--- src/rtl/chunk_serial_addsub.sv ---
// chunk_serial_addsub: multi-cycle adder/subtractor, CHUNK bits per clock, LSB chunk first
//   clk   in   system clock, rising edge
//   rst   in   asynchronous active-high reset
//   start in   request a new operation (accepted in IDLE or DONE)
//   sub   in   0 = a+b, 1 = a-b
//   a, b  in   WIDTH-bit operands, sampled with start
//   busy  out  high while chunks are being processed
//   done  out  one-cycle pulse when sum/cout/ovf are updated
//   sum   out  WIDTH-bit result, held until the next done
//   cout  out  carry out of the MSB (for sub, 1 = no borrow)
//   ovf   out  two's-complement signed overflow
// Optional: define CHUNK_SERIAL_ADDSUB_SAT_EN to saturate sum on signed overflow.
module chunk_serial_addsub #(
    parameter int WIDTH = 16,
    parameter int CHUNK = 4
) (
    input  logic             clk,
    input  logic             rst,
    input  logic             start,
    input  logic             sub,
    input  logic [WIDTH-1:0] a,
    input  logic [WIDTH-1:0] b,
    output logic             busy,
    output logic             done,
    output logic [WIDTH-1:0] sum,
    output logic             cout,
    output logic             ovf
);
    localparam int N  = WIDTH / CHUNK;
    localparam int IW = N > 1 ? $clog2(N) : 1;
    typedef enum logic [1:0] {IDLE, RUN, DONE} state_t;
    state_t           state_q, state_d;
    logic [WIDTH-1:0] opa_q, opa_d, opb_q, opb_d, part_q, part_d, sum_q, sum_d;
    logic [IW-1:0]    idx_q, idx_d;
    logic             carry_q, carry_d, cout_q, cout_d, ovf_q, ovf_d;
    logic [31:0]      base;
    logic [CHUNK-1:0] s_chunk;
    logic             c_chunk, ovf_calc;
    logic [WIDTH-1:0] full;
    always_comb begin
        state_d = state_q;
        opa_d   = opa_q;
        opb_d   = opb_q;
        carry_d = carry_q;
        idx_d   = idx_q;
        part_d  = part_q;
        sum_d   = sum_q;
        cout_d  = cout_q;
        ovf_d   = ovf_q;
        base    = 32'(idx_q) * 32'(CHUNK);
        {c_chunk, s_chunk} = {1'b0, opa_q[base +: CHUNK]} + {1'b0, opb_q[base +: CHUNK]}
                           + {{CHUNK{1'b0}}, carry_q};
        // Partial result with the current chunk merged in; complete on the last chunk.
        full = part_q;
        full[base +: CHUNK] = s_chunk;
        ovf_calc = (opa_q[WIDTH-1] == opb_q[WIDTH-1]) && (full[WIDTH-1] != opa_q[WIDTH-1]);
        if (state_q == RUN) begin
            part_d  = full;
            carry_d = c_chunk;
            idx_d   = idx_q + 1'b1;
            if (idx_q == IW'(N - 1)) begin
                state_d = DONE;
                cout_d  = c_chunk;
                ovf_d   = ovf_calc;
`ifdef CHUNK_SERIAL_ADDSUB_SAT_EN
                sum_d   = ovf_calc ? (opa_q[WIDTH-1] ? {1'b1, {(WIDTH-1){1'b0}}}
                                                     : {1'b0, {(WIDTH-1){1'b1}}}) : full;
`else
                sum_d   = full;
`endif
            end
        end else if (start) begin
            // Subtraction is a + ~b + 1: invert b here and seed the carry with 1.
            state_d = RUN;
            opa_d   = a;
            opb_d   = sub ? ~b : b;
            carry_d = sub;
            idx_d   = '0;
        end else begin
            state_d = IDLE;
        end
    end
    always_ff @(posedge clk or posedge rst) begin
        if (rst) begin
            state_q <= IDLE;
            opa_q   <= '0;
            opb_q   <= '0;
            carry_q <= 1'b0;
            idx_q   <= '0;
            part_q  <= '0;
            sum_q   <= '0;
            cout_q  <= 1'b0;
            ovf_q   <= 1'b0;
        end else begin
            state_q <= state_d;
            opa_q   <= opa_d;
            opb_q   <= opb_d;
            carry_q <= carry_d;
            idx_q   <= idx_d;
            part_q  <= part_d;
            sum_q   <= sum_d;
            cout_q  <= cout_d;
            ovf_q   <= ovf_d;
        end
    end
    assign busy = state_q == RUN;
    assign done = state_q == DONE;
    assign sum  = sum_q;
    assign cout = cout_q;
    assign ovf  = ovf_q;
endmodule

--- config.mk ---
export PLATFORM = sky130hd
export DESIGN_NAME = chunk_serial_addsub
export DESIGN_NICKNAME = d
export VERILOG_FILES = /design/src/rtl/chunk_serial_addsub.sv
export SDC_FILE = /design/constraint.sdc
export NUM_CORES = 1
export LEC_CHECK = 0
export CAP_MARGIN = 20
export CORE_UTILIZATION = 57
export DETAILED_ROUTE_END_ITERATION = 12
export PLACE_DENSITY = 0.8
export SLEW_MARGIN = 20
export SYNTH_ARGS = -nofsm -noshare
export SYNTH_HDL_FRONTEND = slang
export SYNTH_SLANG_ARGS = --single-unit
--- constraint.sdc ---
create_clock -name clk -period 4.1 [get_ports clk]
set_clock_uncertainty 0.1 [all_clocks]
set_input_delay 1.025 -clock clk [delete_from_list [all_inputs] [get_ports clk]]
set_output_delay 1.025 -clock clk [all_outputs]
set_load 0.01 [all_outputs]
==> run summary, run 1 <==
The repair_antennas step left the layout with diodes totalling 0. The maximum number of pins on one net before global-route repair was 49; the fraction of final layout cells with drive strength greater than 1 was 12.4%. The die is 79.8 um tall.

Power spread over the standard cell area amounts to 828 nW/um^2. The run gives 0 as the final count of negative-setup-slack endpoints. The run gives 461 uV as the maximum vdd drop. The synthesized design contains 0 enable-type register cells. After global routing the overflow that remains totals 0. Compared with the post-synthesis result, the final layout area differs by 22.1%. For the worst flop-to-flop path, the logic depth is 6.

For the wire length of the first global-routing pass, the log shows 12.1 mm. The CTS H-tree depth is 3. The worst setup path is of the reg2reg kind.

The routed length per instance came out at 16.2 um. The clock drives 71 sinks. The final number of hold-violating endpoints is 0, and the post-synthesis area per instance is 11.5 sq um.

In this run the cell area of the synthesized design comes to 3450 sq um. Across all register-to-register paths, the minimum setup slack is 0.94 ns. The worst hold path belongs to the class reg2reg. For the pin with the worst max-slew slack, the measured transition is 0.888 ns. After the last flow step, the layout net total stands at 399. The end point of the worst hold path is opb_q[5]. For the cell leakage power, the log shows 1.81 nW.

Using the TritonRoute via totals, the vias-per-cell ratio works out to 5.69. The die outline width is 79.8 um, and the post-detailed-route DRC marker count is 0. In this run the clock root is driven by a sky130_fd_sc_hd__clkbuf_8. The number of DRC violations after detailed-routing iteration 0 is 122.

Top cell family by delay on the critical path: adder cells. The startpoint of the most critical register-to-register path was idx_q[0]. The startpoint identified for the worst hold timing path is opb_q[5]. The run finished with clean final reports. Row generation in the floorplan step produced 27 rows. The logs give 0 for the post-cts hold buffer count and 4 for the length of the first detailed-routing pass in iterations. The tools report the maximum buffer depth of the clock tree as 2. The top cell types in the final layout, fill and taps aside, are 71 x sky130_fd_sc_hd__dfrtp_1, 55 x sky130_fd_sc_hd__clkdlybuf4s50_1, 40 x sky130_fd_sc_hd__nand2_1. The placed instance area was 4050 sq um. The tools report the number of max-slew violations in the final report as 0. For the normalized max-slew margin, the log shows 40.6%. The final route contains 2426 vias.

The tightest hold path in the finished design has a slack of 0.374 ns. The tools report the total track usage as 25.5%. In this run the worst path has a maximum fanout of 20. For the worst-skew pair, the clock arrives at the later sink with an insertion delay of 0.34 ns.

The clock transition at the registers of the reported paths was 0.07 ns. The estimated wirelength of the detail-placed design is 5.00 mm. Most frequent standard cell in the layout excluding fill and tap cells: sky130_fd_sc_hd__dfrtp_1. Setup repair after global routing left no endpoint under its margin. The worst path needs 3.16 ns of the cycle, external delays included. For this configuration, the core starts out at a cell density of 60.8%. Counting the fill cells in the layout gives 404. The floorplan core area was 5680 sq um; the sequential fraction of the synthesis area was 51.4%.

During placement, the flow inserted port buffers numbering 55. The worst stage delay on the critical path works out to 0.88 ns. Synthesis produced a netlist with a net count of 348. The required time of the critical path is 4.28 ns, and the total of cells resized after clock tree synthesis is 0. The register area came out at 1780 sq um. For this run, the leading register cell type out of synthesis is sky130_fd_sc_hd__dfrtp_1. Overall power consumption after layout is estimated at 3.49 mW.

The reported max-cap violation count came out at 0. The logs give 2445 for the number of global-route vias before repair and 6370 sq um for the die area. In this run the remaining antenna-violating nets after routing total 0. After routing the design area is 4220 sq um.

Walking the worst path, the cells encountered are mux4_2 > fa_1 > inv_1 > fa_1 > nor2_1 > a22o_1. The largest individual stage delay along the critical path comes from the cell sky130_fd_sc_hd__dfrtp_1. In the final layout, the multi-input gates occupy 1530 sq um. The final worst-path cycle share works out to 77.0%. The tools report the setup TNS as 0 ns.

TritonCTS built the clock tree. The number of standard cells after synthesis was 301; the post-CTS setup buffer count was 0. Along the worst hold path, the cell count comes to 2.

The type of destination of the critical path is a flip-flop. STA classifies the critical path startpoint as a flip-flop. Synthesis inferred 71 register bits. For the worst setup path, the data arrival time is 3.34 ns.

The buffering stage count on the worst path with inverters included works out to 1. The boundary pin count is 56, and the fraction of synthesis flops using an asynchronous set or reset pin is 100%. Based on the critical path, the design can be clocked at up to 0.317 GHz. The total wire length after detailed routing is 6.91 mm, and the total of warnings raised by yosys is 0. The reg-to-reg critical path endpoint was part_q[5]. The logs give 9 for the number of buffers inserted during clock tree synthesis and 74.3% for the share of the core filled with cells in the final layout. The routability congestion estimate from global placement is 0.853, and the initial antenna violation count is 0. The most numerous cell on the critical path was sky130_fd_sc_hd__fa_1.

The distinct cell type count after synthesis came out at 48.
==> stage by stage <==
stage / instances / worst slack [ns]
after floorplan: 301 / 1.18
after global placement: 413 / 1.07
after detailed placement: 413 / 0.944
after CTS: 426 / 0.931
after global routing: 426 / 0.762
final: 426 / 0.943
==> kinds of logic (layout without fill, tap and decap cells) <==
kind of cell,count (synthesis),after routing,synth area share [%]
multiplexers,24,24,10.7
buffers and inverters,36,89,4.38
AND/OR/NAND/NOR,67,67,10.1
AO/OA/AOI/OAI,75,75,14.6
flip-flops,71,71,51.4
adder cells (fa/ha/maj),11,11,4.42
XOR/XNOR,17,17,4.31
==> cell type report <==
class | instances | area share (%)
clock buffers | 12 | 3.92
flip-flops and latches | 71 | 42.1
inverters | 18 | 1.60
well taps | 72 | 2.14
clock inverters | 1 | 0.119
repair buffers | 58 | 13.9
multi-input cells | 194 | 36.2
==> flip-flops by register name, summed over array words and instances (netlist names) <==
name / count
cout: 1
opb_q: 16
carry_q: 1
part_q: 16
opa_q: 16
idx_q: 2
sum: 16
ovf: 1
state_q: 2
==> metal layers <==
layer	global-route usage (%)	share of wire, %	vias up	routed length, um
met2	41.1	50	72	3460
met4	11.1	2.0	0	138
met1	33.2	44	1178	3030
li1	-	-	1163	-
met3	5.26	4.0	13	276
met5	0	0	-	0
==> synthesized netlist by cell type (2+ instances only) <==
master,number,area share [%]
sky130_fd_sc_hd__a32o_1,7,2.0
sky130_fd_sc_hd__mux4_2,6,3.9
sky130_fd_sc_hd__a211oi_1,2,0.43
sky130_fd_sc_hd__buf_1,2,0.22
sky130_fd_sc_hd__inv_1,15,1.6
sky130_fd_sc_hd__ha_1,9,3.3
sky130_fd_sc_hd__o221ai_1,2,0.51
sky130_fd_sc_hd__fa_1,2,1.2
sky130_fd_sc_hd__o21a_1,2,0.43
sky130_fd_sc_hd__a2bb2oi_1,2,0.51
sky130_fd_sc_hd__a22o_1,8,2.0
sky130_fd_sc_hd__a21oi_1,7,1.0
sky130_fd_sc_hd__buf_2,7,1.0
sky130_fd_sc_hd__o31ai_1,2,0.43
sky130_fd_sc_hd__nor2b_1,5,0.91
sky130_fd_sc_hd__nor2_1,6,0.65
sky130_fd_sc_hd__mux2_2,16,5.2
sky130_fd_sc_hd__inv_2,2,0.22
sky130_fd_sc_hd__nand2_1,40,4.3
sky130_fd_sc_hd__buf_4,2,0.43
sky130_fd_sc_hd__mux4_1,2,1.5
sky130_fd_sc_hd__o21ai_0,31,4.5
sky130_fd_sc_hd__a22oi_1,4,0.87
sky130_fd_sc_hd__o32a_1,3,0.87
sky130_fd_sc_hd__clkbuf_1,7,0.76
sky130_fd_sc_hd__and2b_1,2,0.43
sky130_fd_sc_hd__xnor2_1,17,4.3
sky130_fd_sc_hd__dfrtp_1,71,51
==> tightest hold or removal path, cell delays in order (launching register included) <==
cell	delay [ns]
sky130_fd_sc_hd__dfrtp_1	0.34
sky130_fd_sc_hd__nand2_1	0.04
sky130_fd_sc_hd__o21ai_0	0.06
==> worst max path at each step <==
stage | start | end | slack (ns) | cells after the start
floorplan | rst | carry_q | 1.18 | 1
global placement | idx_q[0] | part_q[13] | 1.07 | 6
detailed placement | idx_q[0] | part_q[5] | 0.94 | 6
CTS | idx_q[0] | part_q[5] | 0.93 | 6
global route | idx_q[0] | part_q[13] | 0.76 | 6
finish | idx_q[0] | part_q[5] | 0.94 | 6
==> report_power, final <==
group / internal, mW / switching (mW) / total [mW]
clock: 0.258 / 0.235 / 0.494
combinational: 0.822 / 0.962 / 1.78
sequential: 0.995 / 0.217 / 1.21
No activity file was read; power rests on OpenSTA's default activity.
==> run 2: changes to the inputs <==
CORE_UTILIZATION = 48   (was 57)
PLACE_DENSITY = 0.72   (was 0.8)
clock period = 2.86 ns   (was 4.1 ns; I/O delays follow)
==> run 2 against run 1 <==
  * Sequential share of layout area shrank 1.2 points
  * Design area grew 2.9%
  * Largest power group unchanged
  * Routed wire length grew 2.1%
  * Count of clock-buffer cells in the layout is the same
  * Register-to-register slack lost 0.76 ns
  * Largest cell class unchanged
==> run summary, run 2 (synthesized netlist as in run 1, its figures left out) <==
In the routed layout, each cell is associated on average with a via count of 5.31. The overall power of the completed layout was 5.24 mW; the floorplan core area was 6870 sq um. The tools report the share of the core filled with cells in the final layout as 63.2%. Kind of critical path: reg2reg. Entering global routing, the biggest net connects 49 pins. The tools report the total track usage as 21.6%. The critical-path maximum fanout came out at 6.

Setup repair after global routing left no endpoint under its margin. The logs give 0 for the number of max-slew violations in the final report and 9 for the number of buffers inserted during clock tree synthesis. The worst-case IR drop observed on VDD is 664 uV.

The tool flagged a number of max-cap violations equal to 0. The final critical path takes up 93.6% of the cycle. Root buffer selected by CTS: sky130_fd_sc_hd__clkbuf_8. The post-route netlist has 14.8% of its cells at a drive strength greater than 1.

For the number of antenna repair diodes, the log shows 0. Clock-pin slew was measured on the worst setup and hold paths at 0.07 ns. Dividing total power by cell area gives a power density of 1210 nW/um^2. The type of destination of the critical path was a flip-flop. The min-delay analysis places its worst path in the category reg2reg. Input and output buffers added on the ports amount to 55.

The layout-stage area growth over the synthesis result was 25.7%; the post-detailed-route DRC marker count was 0. In the layout the commonest cells are 70 x sky130_fd_sc_hd__dfrtp_1, 55 x sky130_fd_sc_hd__clkdlybuf4s50_1, 40 x sky130_fd_sc_hd__nand2_1. After legalization and detailed placement, the total HPWL measured 5.20 mm. The first global-routing pass estimated 12.1 mm of wire.

The kind of start point of the critical path was a flip-flop. For this configuration, the core starts out at a cell density of 50.3%. The highest achievable clock rate was 0.374 GHz. After clock tree synthesis, the repair step resized 0 gates. The run gives 0 as the post-CTS setup buffer count.

The required time of the critical path was 3.05 ns. The run finished with clean final reports. The number of core rows is 30, and the worst slack on hold paths is 0.379 ns.

The logs give 1.86 nW for the cell leakage power and 2450 for the via count. Worst-skew pair later-pin latency: 0.35 ns. In this run the number of H-tree levels came out at 3.

The tools report the initial antenna violation count as 0. At the end of routability-driven placement, the weighted congestion stood at 0.838. The number of global-route vias before repair was 2485; the pin slew with the least headroom to its limit was 0.589 ns. Data on the critical path arrives at its endpoint at 2.87 ns.

The number of DRC violations after detailed-routing iteration 0 was 149; the number of placed instances with taps included was 445. The tools report the final number of hold-violating endpoints as 0. The most frequent standard cell in the layout excluding fill and tap cells was sky130_fd_sc_hd__dfrtp_1. The total wire length after detailed routing came out at 7.05 mm. The net count of the finished layout is 407. Maximum buffer depth of the clock tree: 2.

The worst path in the final design needs a cycle of 2.68 ns, including I/O delays and setup. In this run the tightest slew margin relative to its limit is 60.7%. Dividing the detail-routed wire length by the instance count gives 15.3 um.

The worst hold path stage count works out to 2. The post-detailed-route count of antenna-violating nets was 0; the global route total overflow was 0. The clock sink total is 71.

Die height: 86.8 um. The logs give 461 for the non-filler instance count after layout and 0 for the final count of negative-setup-slack endpoints. The die area was 7540 sq um. The run gives 4 as the length of the first detailed-routing pass in iterations. Measured along the x axis, the die boundary spans 86.8 um. The cell depth of the worst flop-to-flop path works out to 6. In the final timing run, aggregate negative setup slack is 0 ns. The logs give 56 for the boundary pin count and 0 for the post-cts hold buffer count. TritonCTS built the clock tree.
## run 2: final timing paths
| check | end | slack, ns | startpoint |
|---|---|---|---|
| max | part_q[9] | 0.18 | idx_q[0] |
| min | sum[14] | 0.38 | sum[14] |
| max reg2reg | part_q[9] | 0.18 | idx_q[0] |
| min reg2reg | sum[14] | 0.38 | sum[14] |
| max in group asynchronous | sum[13] | 1.41 | rst |
| min in group asynchronous | carry_q | 0.65 | rst |
## run 2: metrics by stage
stage	setup WS, ns	cell area [sq um]
detailed placement	0.0959	4150
global placement	0.206	4150
CTS	0.0940	4340
finish	0.183	4340
global route	0.0802	4340
floorplan	0.122	3450
## run 2: area by class of cell
cell class	instances	area, sq um
multi-input combinational	194	1530
tap	96	120
clock buffer	12	145
inverter	18	67.6
timing repair buffer	66	658
sequential	71	1780
clock inverter	4	45.0
fill	562	2530
## run 2: layer usage
metal | part of all wire [%] | wire length [um] | up-vias | global-route usage [%]
met1 | 43 | 3060 | 1186 | 28.2
li1 | - | - | 1182 | -
met5 | 0 | 0 | - | 0
met2 | 50 | 3520 | 68 | 34.4
met3 | 4.1 | 291 | 14 | 4.19
met4 | 2.5 | 176 | 0 | 10.9
## run 2: worst max-delay path, stage by stage (launching register included)
cell	delay, ns
sky130_fd_sc_hd__dfrtp_2	0.46
sky130_fd_sc_hd__mux4_2	0.55
sky130_fd_sc_hd__fa_1	0.43
sky130_fd_sc_hd__inv_1	0.09
sky130_fd_sc_hd__fa_1	0.49
sky130_fd_sc_hd__nor2_1	0.31
sky130_fd_sc_hd__a22o_1	0.19
## run 2: where the power goes
part | internal, mW | leakage, nW | switching (mW) | total (mW)
Clock | 0.423 | 0.100 | 0.368 | 0.791
Combinational | 1.29 | 0.853 | 1.44 | 2.73
Sequential | 1.43 | 0.907 | 0.285 | 1.71
Total | 3.14 | 1.86 | 2.09 | 5.24
==> run 3: changes to the inputs <==
ABC_CLOCK_PERIOD_IN_PS = 2860   (was default)
CORE_UTILIZATION = 50   (was 48)
CTS_BUF_LIST = sky130_fd_sc_hd__clkbuf_4 sky130_fd_sc_hd__clkbuf_8   (was default)
PLACE_DENSITY = 0.74   (was 0.72)
==> run 3 against run 2 <==
  * Combinational power hardly changed
  * Fmax about the same
  * Final cell count decreased by 3.7%
  * Register-to-register slack about the same
  * Via count up 1.7%
  * Flip-flop and latch count is the same
  * Highest routed layer unchanged
==> run summary, run 3 (synthesized netlist as in run 1, its figures left out) <==
The fraction of final layout cells with drive strength greater than 1 came out at 15.8%. The HPWL after detailed placement is 5.22 mm. In this run the number of H-tree levels came out at 3.

For the boundary pin count, the log shows 56. The type of destination of the critical path was a flip-flop. In the routed design, unresolved DRC markers number 0. The layout-stage area growth over the synthesis result was 26.2%; the post-CTS setup buffer count was 0. The length of the first detailed-routing pass in iterations was 4. The run gives 0 as the final number of hold-violating endpoints.

Max-cap violations in this run came to 0. For this configuration, the core starts out at a cell density of 53.2%. The later pin in the worst-skew pair is clocked with a latency of 0.35 ns. The clock transition at the registers of the reported paths came out at 0.07 ns. Summed over all cells, the static leakage comes to 1.87 nW. Gates resized during post-CTS repair numbered 0. The number of buffers inserted during clock tree synthesis came out at 9. The number of hold buffers added after CTS was 0.

After routing the design area is 4360 sq um. Cell-internal power: 3.21 mW. The flow ran to the end, and the final reports show no timing, DRC or antenna violations. Across the VDD grid, the largest voltage drop is 534 uV. Walking the worst path, the cells encountered are mux4_2 > fa_1 > inv_1 > fa_1 > nor2_1 > a22o_1. At the pin with the least slew margin, the transition time is 0.424 ns.

Summed over all layers, the routed wires come to 6.99 mm. From left edge to right edge, the die measures 85.1 um. At the worst endpoint, the required time is 3.05 ns.

Total power for the finished layout comes to 5.32 mW. The top cell types in the final layout, fill and taps aside, are 70 x sky130_fd_sc_hd__dfrtp_1, 55 x sky130_fd_sc_hd__clkdlybuf4s50_1, 40 x sky130_fd_sc_hd__nand2_1. Maximum number of pins on one net before global-route repair: 49. The maximum buffer depth of the clock tree was 2. Counting every sink on the clock net gives 71.

The setup TNS is 0 ns. The highest achievable clock rate is 0.373 GHz. Measured against its own limit, the worst slew margin works out to 71.4%. The run gives 2532 as the number of global-route vias before repair. Via count: 2491. The kind of start point of the critical path was a flip-flop. After detailed routing, the number of vias per cell comes to 5.61. The number of placed instances, taps included, is 428. For this run, the post-layout net count is 409. The buffering stage count on the worst path with inverters included works out to 1. The placed instance area came out at 4140 sq um.

Leaving out fill and tap cells, the most frequent cell in the layout is sky130_fd_sc_hd__dfrtp_1. The number of DRC violations after detailed-routing iteration 0 was 126; the critical-path maximum fanout was 8. The port buffer count works out to 55. The part of the power in the clock network is 16.0%, and the share of total power consumed by net switching is 39.8%. The kind of critical path was reg2reg. TritonCTS built the clock tree. Setup repair after global routing left no endpoint under its margin.

The final worst-path cycle share works out to 93.7%. The sequential cell fraction of total power came out at 32.1%. The top cell family by delay on the critical path is adder cells. The die is 85.1 um tall.

In this design, the critical path's most frequently occurring cell is sky130_fd_sc_hd__fa_1. After floorplanning, the core was sized to cover 6490 sq um. The library cell contributing the largest single delay on the critical path was sky130_fd_sc_hd__mux4_2.

The number of max-slew violations in the final report was 0. Setup violations remaining at the end of the flow were counted as 0. Dividing total power by cell area gives a power density of 1220 nW/um^2. Subtracting the final worst setup slack from the clock period gives 2.68 ns. Of the total power, combinational logic draws 51.9%. Global routing consumed, over all layers together, 22.1% of the routing resources. The die area came out at 7240 sq um. For the initial antenna violation count, the log shows 0. The path class of the tightest hold or removal check is reg2reg. Number of antenna repair diodes: 0. The total overflow left after global routing is 0. The root buffer cell chosen for the clock tree is sky130_fd_sc_hd__clkbuf_8. After detailed routing, the average wire length per cell comes to 15.7 um.

The wire length of the first global-routing pass is 12.2 mm. Worst path arrival time: 2.87 ns. For this run, the number of standard cells in the final layout without fillers is 444. Row generation in the floorplan step produced 29 rows. In this run the remaining antenna-violating nets after routing total 0. In this design, the stage delay of the slowest critical-path cell is 0.55 ns.

The analysis attributes to net switching a power of 2.12 mW. The routability congestion estimate from global placement came out at 0.861.
-- run 3: worst reg2reg max path, stage by stage (launching register included) --
cell	delay (ns)
sky130_fd_sc_hd__dfrtp_2	0.49
sky130_fd_sc_hd__mux4_2	0.55
sky130_fd_sc_hd__fa_1	0.43
sky130_fd_sc_hd__inv_1	0.09
sky130_fd_sc_hd__fa_1	0.50
sky130_fd_sc_hd__nor2_1	0.28
sky130_fd_sc_hd__a22o_1	0.19
-- run 3: area by class of cell --
class | count | area (sq um)
fillers | 530 | 2140
flip-flops and latches | 71 | 1780
multi-input cells | 194 | 1530
repair buffers | 68 | 673
clock buffers | 12 | 165
well taps | 77 | 96.3
inverters | 18 | 67.6
clock inverters | 4 | 52.6
-- run 3: power by group through the flow --
stage / Combinational [mW] / Sequential [mW] / Clock [mW]
floorplan: 1.88 / 1.64 / 0
global placement: 2.66 / 1.72 / 0
detailed placement: 2.73 / 1.73 / 0
CTS: 2.74 / 1.71 / 0.868
global route: 3.04 / 1.76 / 0.916
finish: 2.76 / 1.71 / 0.849
-- run 3: path summary, 6_finish.rpt --
kind / from / to / slack (ns) / cells past startpoint
max: idx_q[0] / part_q[9] / 0.18 / 6
min: sum[1] / sum[1] / 0.38 / 2
max reg2reg: idx_q[0] / part_q[9] / 0.18 / 6
min reg2reg: sum[1] / sum[1] / 0.38 / 2
max in group asynchronous: rst / idx_q[0] / 1.55 / 3
min in group asynchronous: rst / part_q[15] / 0.58 / 2
-- run 3: per-stage QoR --
stage	worst slack, ns	hold slack, ns	utilization, %
final	0.181	0.378	67.1
after global placement	0.165	0.361	63.7
after floorplan	0.122	0.342	-
after CTS	0.0696	0.382	67.1
after global routing	0.0341	0.408	67.1
after detailed placement	0.0622	0.366	63.7
-- run 3: metal layers --
| layer | up-vias | routed length [um] | global-route usage (%) | share of wire (%) |
|---|---|---|---|---|
| met3 | 12 | 412 | 5.16 | 5.9 |
| li1 | 1188 | - | - | - |
| met4 | 0 | 143 | 9.09 | 2.0 |
| met5 | - | 0 | 0 | 0 |
| met2 | 82 | 3330 | 34.6 | 48 |
| met1 | 1209 | 3100 | 30.0 | 44 |
